**src/rtl/common_types_pkg.sv**
```systemverilog
// Shared types and constants for the machine-level interrupt controller.
package common_types_pkg;

   typedef logic [31:0] word_t;

   typedef enum logic [1:0] {
      IDLE    = 2'd0,
      REQ     = 2'd1,
      HANDLER = 2'd2
   } irq_state_t;

   localparam word_t IRQ_CAUSE_MTI = 32'h8000_0007;
   localparam int    IRQ_INT_BIT   = 31;

   // mcause for external source id: interrupt bit plus base-relative code
   function automatic word_t ext_cause(input int base, input logic [4:0] id);
      return (word_t'(base) + word_t'(id)) | (word_t'(1'b1) << IRQ_INT_BIT);
   endfunction

endpackage

```
**src/rtl/irq_prio_enc.sv**
```systemverilog
// Fixed-priority encoder: lowest set index of req wins.
module irq_prio_enc #(
   parameter int N = 9
) (
   input  logic [N-1:0] req,
   output logic         found,
   output logic [4:0]   id
);

   always_comb begin
      found = 1'b0;
      id    = 5'd0;
      for (int i = 0; i < N; i++) begin
         id    = (req[i] && !found) ? 5'(i) : id;
         found = found | req[i];
      end
   end

endmodule

```
**src/rtl/irq_controller.sv**
```systemverilog
// Machine interrupt controller: edge latching, masking, priority select, valid/ack handshake.
// Optional 64-bit machine timer is compiled in when IRQ_TIMER_EN is defined.
module irq_controller
   import common_types_pkg::*;
#(
   parameter int NSRC           = 8,
   parameter int EXT_CAUSE_BASE = 16
) (
   input  logic            CLK,
   input  logic            nRST,
   input  logic [NSRC-1:0] irq_src,
   input  logic            global_ie,
   input  logic            mask_wen,
   input  logic [NSRC-1:0] mask_wdata,
   input  logic            irq_ack,
   input  logic            mret,
   output logic            irq_valid,
   output word_t           irq_cause,
   output logic [4:0]      irq_id,
   output logic            in_handler,
   output logic [NSRC-1:0] pending,
   input  logic            tmr_wen,
   input  logic            tmr_hi,
   input  logic [31:0]     tmr_wdata,
   output logic [63:0]     mtime
);

   irq_state_t      state_q, state_d;
   logic            valid_q, valid_d;
   word_t           cause_q, cause_d;
   logic [4:0]      id_q, id_d;
   logic            in_handler_q, in_handler_d;
   logic [NSRC-1:0] pending_q, pending_d;
   logic [NSRC-1:0] mask_q, mask_d;
   logic [NSRC-1:0] prev_q, prev_d;

   logic            timer_hit;
   logic [NSRC:0]   eligible;
   logic            win_found;
   logic [4:0]      win_id;
   word_t           win_cause;
   logic [NSRC-1:0] rise;
   logic [NSRC-1:0] clr;
   logic            ack_take;

`ifdef IRQ_TIMER_EN
   logic [63:0] mtime_q, mtime_d;
   logic [63:0] mtimecmp_q, mtimecmp_d;

   always_comb begin
      mtime_d    = mtime_q + 64'd1;
      mtimecmp_d = mtimecmp_q;
      if (tmr_wen) begin
         if (tmr_hi) begin
            mtimecmp_d[63:32] = tmr_wdata;
         end else begin
            mtimecmp_d[31:0] = tmr_wdata;
         end
      end else begin
         mtimecmp_d = mtimecmp_q;
      end
   end

   always_ff @(posedge CLK) begin
      if (!nRST) begin
         mtime_q    <= 64'd0;
         mtimecmp_q <= {64{1'b1}};
      end else begin
         mtime_q    <= mtime_d;
         mtimecmp_q <= mtimecmp_d;
      end
   end

   assign timer_hit = (mtime_q >= mtimecmp_q);
   assign mtime     = mtime_q;
`else
   logic unused_tmr;
   assign unused_tmr = ^{tmr_wen, tmr_hi, tmr_wdata};
   assign timer_hit  = 1'b0;
   assign mtime      = 64'd0;
`endif

   // Timer sits above all external sources so it is the lowest priority.
   assign eligible = {timer_hit, pending_q & mask_q};

   irq_prio_enc #(.N(NSRC + 1)) u_prio (
      .req   (eligible),
      .found (win_found),
      .id    (win_id)
   );

   assign win_cause = (win_id == 5'(NSRC)) ? IRQ_CAUSE_MTI : ext_cause(EXT_CAUSE_BASE, win_id);

   always_comb begin
      state_d      = state_q;
      valid_d      = valid_q;
      cause_d      = cause_q;
      id_d         = id_q;
      in_handler_d = in_handler_q;
      rise         = irq_src & ~prev_q;
      ack_take     = (state_q == REQ) && irq_ack;
      for (int i = 0; i < NSRC; i++) begin
         clr[i] = ack_take && (id_q == 5'(i));
      end
      // A fresh edge in the ack cycle re-arms the bit.
      pending_d = (pending_q & ~clr) | rise;
      prev_d    = irq_src;
      mask_d    = mask_wen ? mask_wdata : mask_q;

      case (state_q)
         IDLE: begin
            if (global_ie && win_found) begin
               state_d = REQ;
               valid_d = 1'b1;
               id_d    = win_id;
               cause_d = win_cause;
            end else begin
               state_d = IDLE;
            end
         end
         REQ: begin
            if (irq_ack) begin
               state_d      = HANDLER;
               valid_d      = 1'b0;
               in_handler_d = 1'b1;
            end else if (!global_ie) begin
               state_d = IDLE;
               valid_d = 1'b0;
            end else begin
               state_d = REQ;
            end
         end
         HANDLER: begin
            if (mret) begin
               state_d      = IDLE;
               in_handler_d = 1'b0;
            end else begin
               state_d = HANDLER;
            end
         end
         default: begin
            state_d      = IDLE;
            valid_d      = 1'b0;
            in_handler_d = 1'b0;
         end
      endcase
   end

   always_ff @(posedge CLK) begin
      if (!nRST) begin
         state_q      <= IDLE;
         valid_q      <= 1'b0;
         cause_q      <= 32'd0;
         id_q         <= 5'd0;
         in_handler_q <= 1'b0;
         pending_q    <= {NSRC{1'b0}};
         mask_q       <= {NSRC{1'b0}};
         prev_q       <= {NSRC{1'b0}};
      end else begin
         state_q      <= state_d;
         valid_q      <= valid_d;
         cause_q      <= cause_d;
         id_q         <= id_d;
         in_handler_q <= in_handler_d;
         pending_q    <= pending_d;
         mask_q       <= mask_d;
         prev_q       <= prev_d;
      end
   end

   assign irq_valid  = valid_q;
   assign irq_cause  = cause_q;
   assign irq_id     = id_q;
   assign in_handler = in_handler_q;
   assign pending    = pending_q;

endmodule

```
**config.mk**
```make
export PLATFORM = sky130hd
export DESIGN_NAME = irq_controller
export DESIGN_NICKNAME = d
export VERILOG_FILES = /design/src/rtl/common_types_pkg.sv /design/src/rtl/irq_prio_enc.sv /design/src/rtl/irq_controller.sv
export SDC_FILE = /design/constraint.sdc
export NUM_CORES = 1
export LEC_CHECK = 0
export CAP_MARGIN = 15
export CORE_ASPECT_RATIO = 1.4
export CORE_MARGIN = 2
export CORE_UTILIZATION = 32
export DETAILED_ROUTE_END_ITERATION = 8
export PLACE_DENSITY_LB_ADDON = 0.08
export SETUP_SLACK_MARGIN = 0.15
export SLEW_MARGIN = 5
export SYNTH_ARGS = -nofsm -noshare
export SYNTH_HDL_FRONTEND = slang
export SYNTH_SLANG_ARGS = --single-unit
```
**constraint.sdc**
```tcl
create_clock -name CLK -period 2 [get_ports CLK]
set_clock_uncertainty 0.2 [all_clocks]
set_input_delay 0.3 -clock CLK [delete_from_list [all_inputs] [get_ports CLK]]
set_output_delay 0.3 -clock CLK [all_outputs]
set_load 0.01 [all_outputs]
```
## Word-level counts from Yosys, hierarchy flattened

Index checks and enable logic that the tools add are counted.

| storage, ports and cells | value |
|---|---|
| bits in registers | 65 |
| output and inout port bits | 111 |
| logic and storage cells | 87 |

| operators by class | value |
|---|---|
| add/subtract/negate cells | 1 |
| equal/unequal tests | 14 |
| muxes and demuxes | 20 |
| bitwise gates (word level) | 15 |
| reductions and logical operators | 29 |

Operators with widths:

| cell | number |
|---|---|
| 5-bit 2-to-1 mux | 6 |
| 8-bit bitwise AND | 3 |
| 5-bit by 3-bit == test with 1-bit output, second input constant | 4 |
| 1-bit logical AND | 17 |
| 8-bit inverter | 2 |
| 5-bit by 2-bit == test with 1-bit output, second input constant | 2 |
| 1-bit 2-to-1 mux | 8 |
| 8-bit bitwise OR | 1 |
| 1-bit zero test | 7 |
| 1-bit bitwise OR | 7 |
| 5-bit by 5-bit adder with 6-bit output, first input constant | 1 |
| 6-bit 2-to-1 mux | 1 |
| 2-bit != test, second input constant | 3 |
| 1-bit one-hot mux with 3 select lines | 2 |
| 2-bit one-hot mux with 3 select lines | 1 |
| 3-bit AND reduction | 2 |
| 5-bit by 1-bit == test with 1-bit output, second input constant | 1 |
| 5-bit by 4-bit == test with 1-bit output, second input constant | 1 |
| 5-bit zero test | 1 |
| 2-bit 2-to-1 mux | 2 |
| 3-bit != test, second input constant | 1 |
| 2-bit by 1-bit == test with 1-bit output, second input constant | 1 |
| 2-bit == test, second input constant | 1 |
| 2-bit zero test | 1 |
| 2 further kinds | 3 |

## Depth between registers and ports, before layout

| depth | value |
|---|---|
| depth in word-level cells | 12 |
| mapped depth | 4 |
| gate-level depth less buffers | 4 |

## Modules after synthesis

From an unflattened synthesis, not the netlist that was laid out.

| second synthesis, totals | value |
|---|---|
| cells, all modules | 269 |
| area total of the unflattened synthesis | 2337.2 µm² |

Modules (own cells, without submodules):

| module | times used | cells each | area each (µm²) | sequential area each (µm²) |
|---|---|---|---|---|
| irq_controller | 1 | 252 | 2218.4 | 800.8 |
| irq_prio_enc | 1 | 17 | 118.9 | 0.0 |

## Least setup slack after synthesis

Ideal clock, no wire load.

| timing path | value |
|---|---|
| path kind | register to register |
| from | register pending_q[1], in the netlist pending[1] |
| to | register id_q[0], in the netlist irq_id[0] |
| library setup time | 0.116 ns |
| data arrival time | 1.135 ns |
| required time | 1.684 ns |
| path slack | 0.549 ns |
| cell stages (with the launch flop) | 4 |
| buffers on the path | 0 |
| path through | dfxtp_1 > a22oi_1 > a41oi_4 > o211a_1 |

| on the way | value |
|---|---|
| word-level cells in the longest chain between the ends | 10 |

Ends and longest elaborated chain:

| item | RTL line | RTL |
|---|---|---|
| start: declaration | irq_controller.sv:33 | `logic [NSRC-1:0] pending_q, pending_d;` |
| start signal: assignment | irq_controller.sv:156 | `pending_q <= {NSRC{1'b0}};` |
| start signal: assignment | irq_controller.sv:165 | `pending_q <= pending_d;` |
| 8-bit bitwise AND (*) | irq_controller.sv:84 | `assign eligible = {timer_hit, pending_q & mask_q};` |
| 1-bit bitwise OR | irq_prio_enc.sv:15 | `found = found \| req[i];` |
| 1-bit bitwise OR / 1-bit zero test (equally long branches) | irq_prio_enc.sv:15, irq_prio_enc.sv:14 |  |
| 1-bit bitwise OR (tied with other cells) (5 in a row) | irq_prio_enc.sv:15 |  |
| 1-bit logical AND (tied with other cells) | irq_controller.sv:112 | `if (global_ie && win_found) begin` |
| 2-bit AND reduction (no source line) / 5-bit 2-to-1 mux (equally long branches) | -- |  |
| end signal: assignment | irq_controller.sv:163 | `id_q <= id_d;` |
| end: declaration | irq_controller.sv:31 | `logic [4:0] id_q, id_d;` |

Mark *: on every way between the ends. The rest lies on a longest branch, timed or not.
A chain may end at the register's enable or synchronous reset.

## Worst setup path in the final report

| timing path | value |
|---|---|
| from | register pending_q[1], in the netlist pending[1] |
| to | output pending[1] |

RTL lines:

| item | RTL line | RTL |
|---|---|---|
| end: declaration | irq_controller.sv:21 | `output logic [NSRC-1:0] pending,` |

No word-level cell between the ends.

==> summary.txt <==
GRT
  – First-pass GRT wire length: 5.43 mm
  – Total track usage: 10.3%
  – Initial antenna violation count: 0
  – Total gr overflow: 0
  – Vias in the first global route: 1122
  – Largest net degree at the start of global routing: 14

Power and ir drop
  – Register share of total power: 41.8%
  – Maximum vdd ir drop: 0.000374 V
  – Power Total: 1.73 mW
  – PD cells: 784 nW/um^2
  – Comb pwr share: 18.4%
  – P_sw: 0.465 mW
  – Switching Fraction: 26.9%
  – Internal power: 1.27 mW
  – Pleak: 1.01 nW
  – Clock power frac: 39.7%

Yosys
  – Gate Count Post-Synth: 225
  – Mux contribution to synthesized area: 4.07%
  – Synth unique cells: 27
  – Post-Synth Adder-Cell Area: 0%
  – Ys flop type: dfxtp_1
  – Seq/Total Area, Yosys: 32.6%
  – Synthesized area: 1970 sq um
  – Yosys reg bits: 32
  – Simple-gate portion of the synthesized area: 13.9%
  – Combinational family with the most area after synthesis: buffers and inverters
  – Average cell area after synthesis: 8.74 sq um
  – Post-Synth XOR/XNOR Area: 0%
  – Post-synth EDFFs: 0
  – Synth Area in Compound Gates: 11.5%
  – Synth Warn #: 0
  – Synth async-reset ratio: 0%

Timing
  – Final hold vios: 0
  – Post-Route Setup TNS: 0 ns
  – Min Clock Period, post-route: 1.77 ns
  – Period Utilization, post-route: 88.4%
  – Unrepaired setup endpoints after global routing: no
  – Fmax: 566 MHz
  – # setup viols final: 0
  – Setup WS post-layout: 0.233 ns
  – Slew Viols, Final: 0

Setup path
  – Critical Path, Cell by Cell: clkdlybuf4s50_1
  – Crit end category: output pin
  – R2R Path End: irq_id[0]
  – Critical path data arrival time: 1.27 ns
  – CP peak stage delay: 0.58 ns
  – Worst-path fanout max: 4
  – CP Data Required Time: 1.50 ns
  – Reg2Reg Depth: 3
  – Top delay family on crit path: buffers and inverters
  – Worst Setup Start Kind: flop
  – Worst reg2reg setup slack: 0.45 ns
  – CP max-delay cell: clkdlybuf4s50_1
  – Worst r2r src: pending[1]
  – CP bufs+invs: 1
  – Setup CP Type: flop to output pin

Clocking
  – Post-cts hold buffer count: 0
  – Clk slew on worst S/H paths: 0.07 ns
  – Clk sinks: 32
  – Clock Tree Buf Depth: 2
  – Clk_lat worst skew: 0.29 ns
  – CTS root buffer: clkbuf_8
  – Setup bufs post-CTS: 0
  – TritonCTS buffer count: 5
  – Post-CTS resize count: 2
  – H-tree depth: 2
  – TritonCTS clock tree: done

Layout
  – Final Instance Area: 2210 sq um
  – Commonest non-fill, non-tap cell in the layout: conb_1
  – Area added between synthesis and finish: 12.3%
  – FF/Latch Area: 643 sq um
  – Multi-input gate area: 927 sq um
  – Layout cells sized above 1: 7.84%
  – # nets final: 323
  – Most frequent cells in the layout: 93 x conb_1, 39 x clkdlybuf4s50_1, 30 x dfxtp_1
  – Antenna diodes: 0
  – Final Non-Filler Cells: 338
  – Filler instances: 637

Min path
  – WHS Path Cells: 2
  – Min-Delay Endpoint: in_handler
  – Hold Path Origin: in_handler
  – Worst Hold Class: flop to flop

Floorplan
  – Initial Util: 33.3%
  – # rows: 33
  – Core area: 5900 sq um
  – DIE AREA: 6790 sq um
  – Chip Width: 70.2 um
  – Num ports: 167
  – Die Ht: 96.7 um

Routing
  – Detailed-route via count: 1301
  – Routed len/inst: 10.6 um
  – DRT iter0 DRCs: 28
  – # DRC: 0
  – Pre-antenna DRT Iters: 4
  – Drt total wl: 3.60 mm
  – Detail Route Antenna Nets: 0
  – Post-DR vias/cell: 3.85

Placed design
  – Placed instance area: 2080 sq um
  – IO Port Bufs: 39
  – Placer Congestion: 0.705
  – Dpl cells: 330
  – Post-DP HPWL: 2.89 mm
  – Pre-CTS WS: 0.0305 ns

Status
  – Status: finished, final reports clean

Run
  – Max-Cap Viols: 0
## synth_stat cells (2+ instances only)
master    count  area share, %
nor3_2        2            1.0
mux2i_1       8            4.1
a22oi_1       3            1.1
and2_1        8            2.5
nand2b_1     13            4.1
o31ai_1       2           0.76
o21ai_0       8            2.0
dfxtp_1      32             33
clkbuf_1      3           0.57
a21oi_1      13            3.3
buf_4        97             37
nor2_1       15            2.9
nand2_1       7            1.3
## state kept, by name, indices dropped and copies added (netlist names)
| name | cells |
|---|---|
| pending | 8 |
| irq_id | 2 |
| state_q | 2 |
| mask_q | 8 |
| irq_cause | 2 |
| irq_valid | 1 |
| in_handler | 1 |
| prev_q | 8 |
## worst max path at each step
stage | start | endpoint | slack, ns | depth (start not counted)
3_5_place_dp | global_ie | irq_cause[2] | 0.03 | 5
5_1_grt | irq_id[1] | irq_cause[1] | 0.17 | 1
4_1_cts | irq_id[1] | irq_cause[1] | 0.22 | 1
2_1_floorplan | pending[1] | irq_id[0] | 0.55 | 3
6_report | pending[1] | pending[1] | 0.23 | 1
3_3_place_gp | global_ie | irq_cause[2] | 0.02 | 5
## power by group through the flow
stage | registers (mW) | clock network [mW] | logic, mW
6_report | 0.724 | 0.688 | 0.319
3_3_place_gp | 0.739 | 0 | 0.318
5_1_grt | 0.732 | 0.724 | 0.350
2_1_floorplan | 0.737 | 0 | 0.322
4_1_cts | 0.725 | 0.703 | 0.320
3_5_place_dp | 0.738 | 0 | 0.318
## kinds of logic after synthesis
| group | Yosys count |
|---|---|
| AO/OA/AOI/OAI | 33 |
| buffers and inverters | 101 |
| flip-flops | 32 |
| multiplexers | 8 |
| other | 1 |
| AND/OR/NAND/NOR | 50 |
## layer usage
metal / part of all wire [%] / wire length, um / track usage, % / vias to the layer above
li1: - / - / - / 628
met1: 38 / 1380 / 11.5 / 575
met2: 50 / 1800 / 17.1 / 91
met3: 9.1 / 328 / 3.33 / 7
met4: 2.6 / 95 / 5.62 / 0
met5: 0 / 0 / 0 / -
## area by class of cell
type,instances,share of cell area (%)
Sequential cell,32,29.1
Timing Repair Buffer,43,19.0
Clock inverter,1,1.36
Tap cell,70,3.97
Clock buffer,7,4.36
Inverter,1,0.170
Multi-Input combinational cell,184,42.0
## per-stage QoR
step	util (%)	hold slack [ns]
after detailed placement	35.2	0.273
final	37.4	0.284
after global routing	37.4	0.315
after CTS	37.4	0.290
after global placement	35.2	0.271
after floorplan	-	0.216
Power figures use the tool's default switching activity.
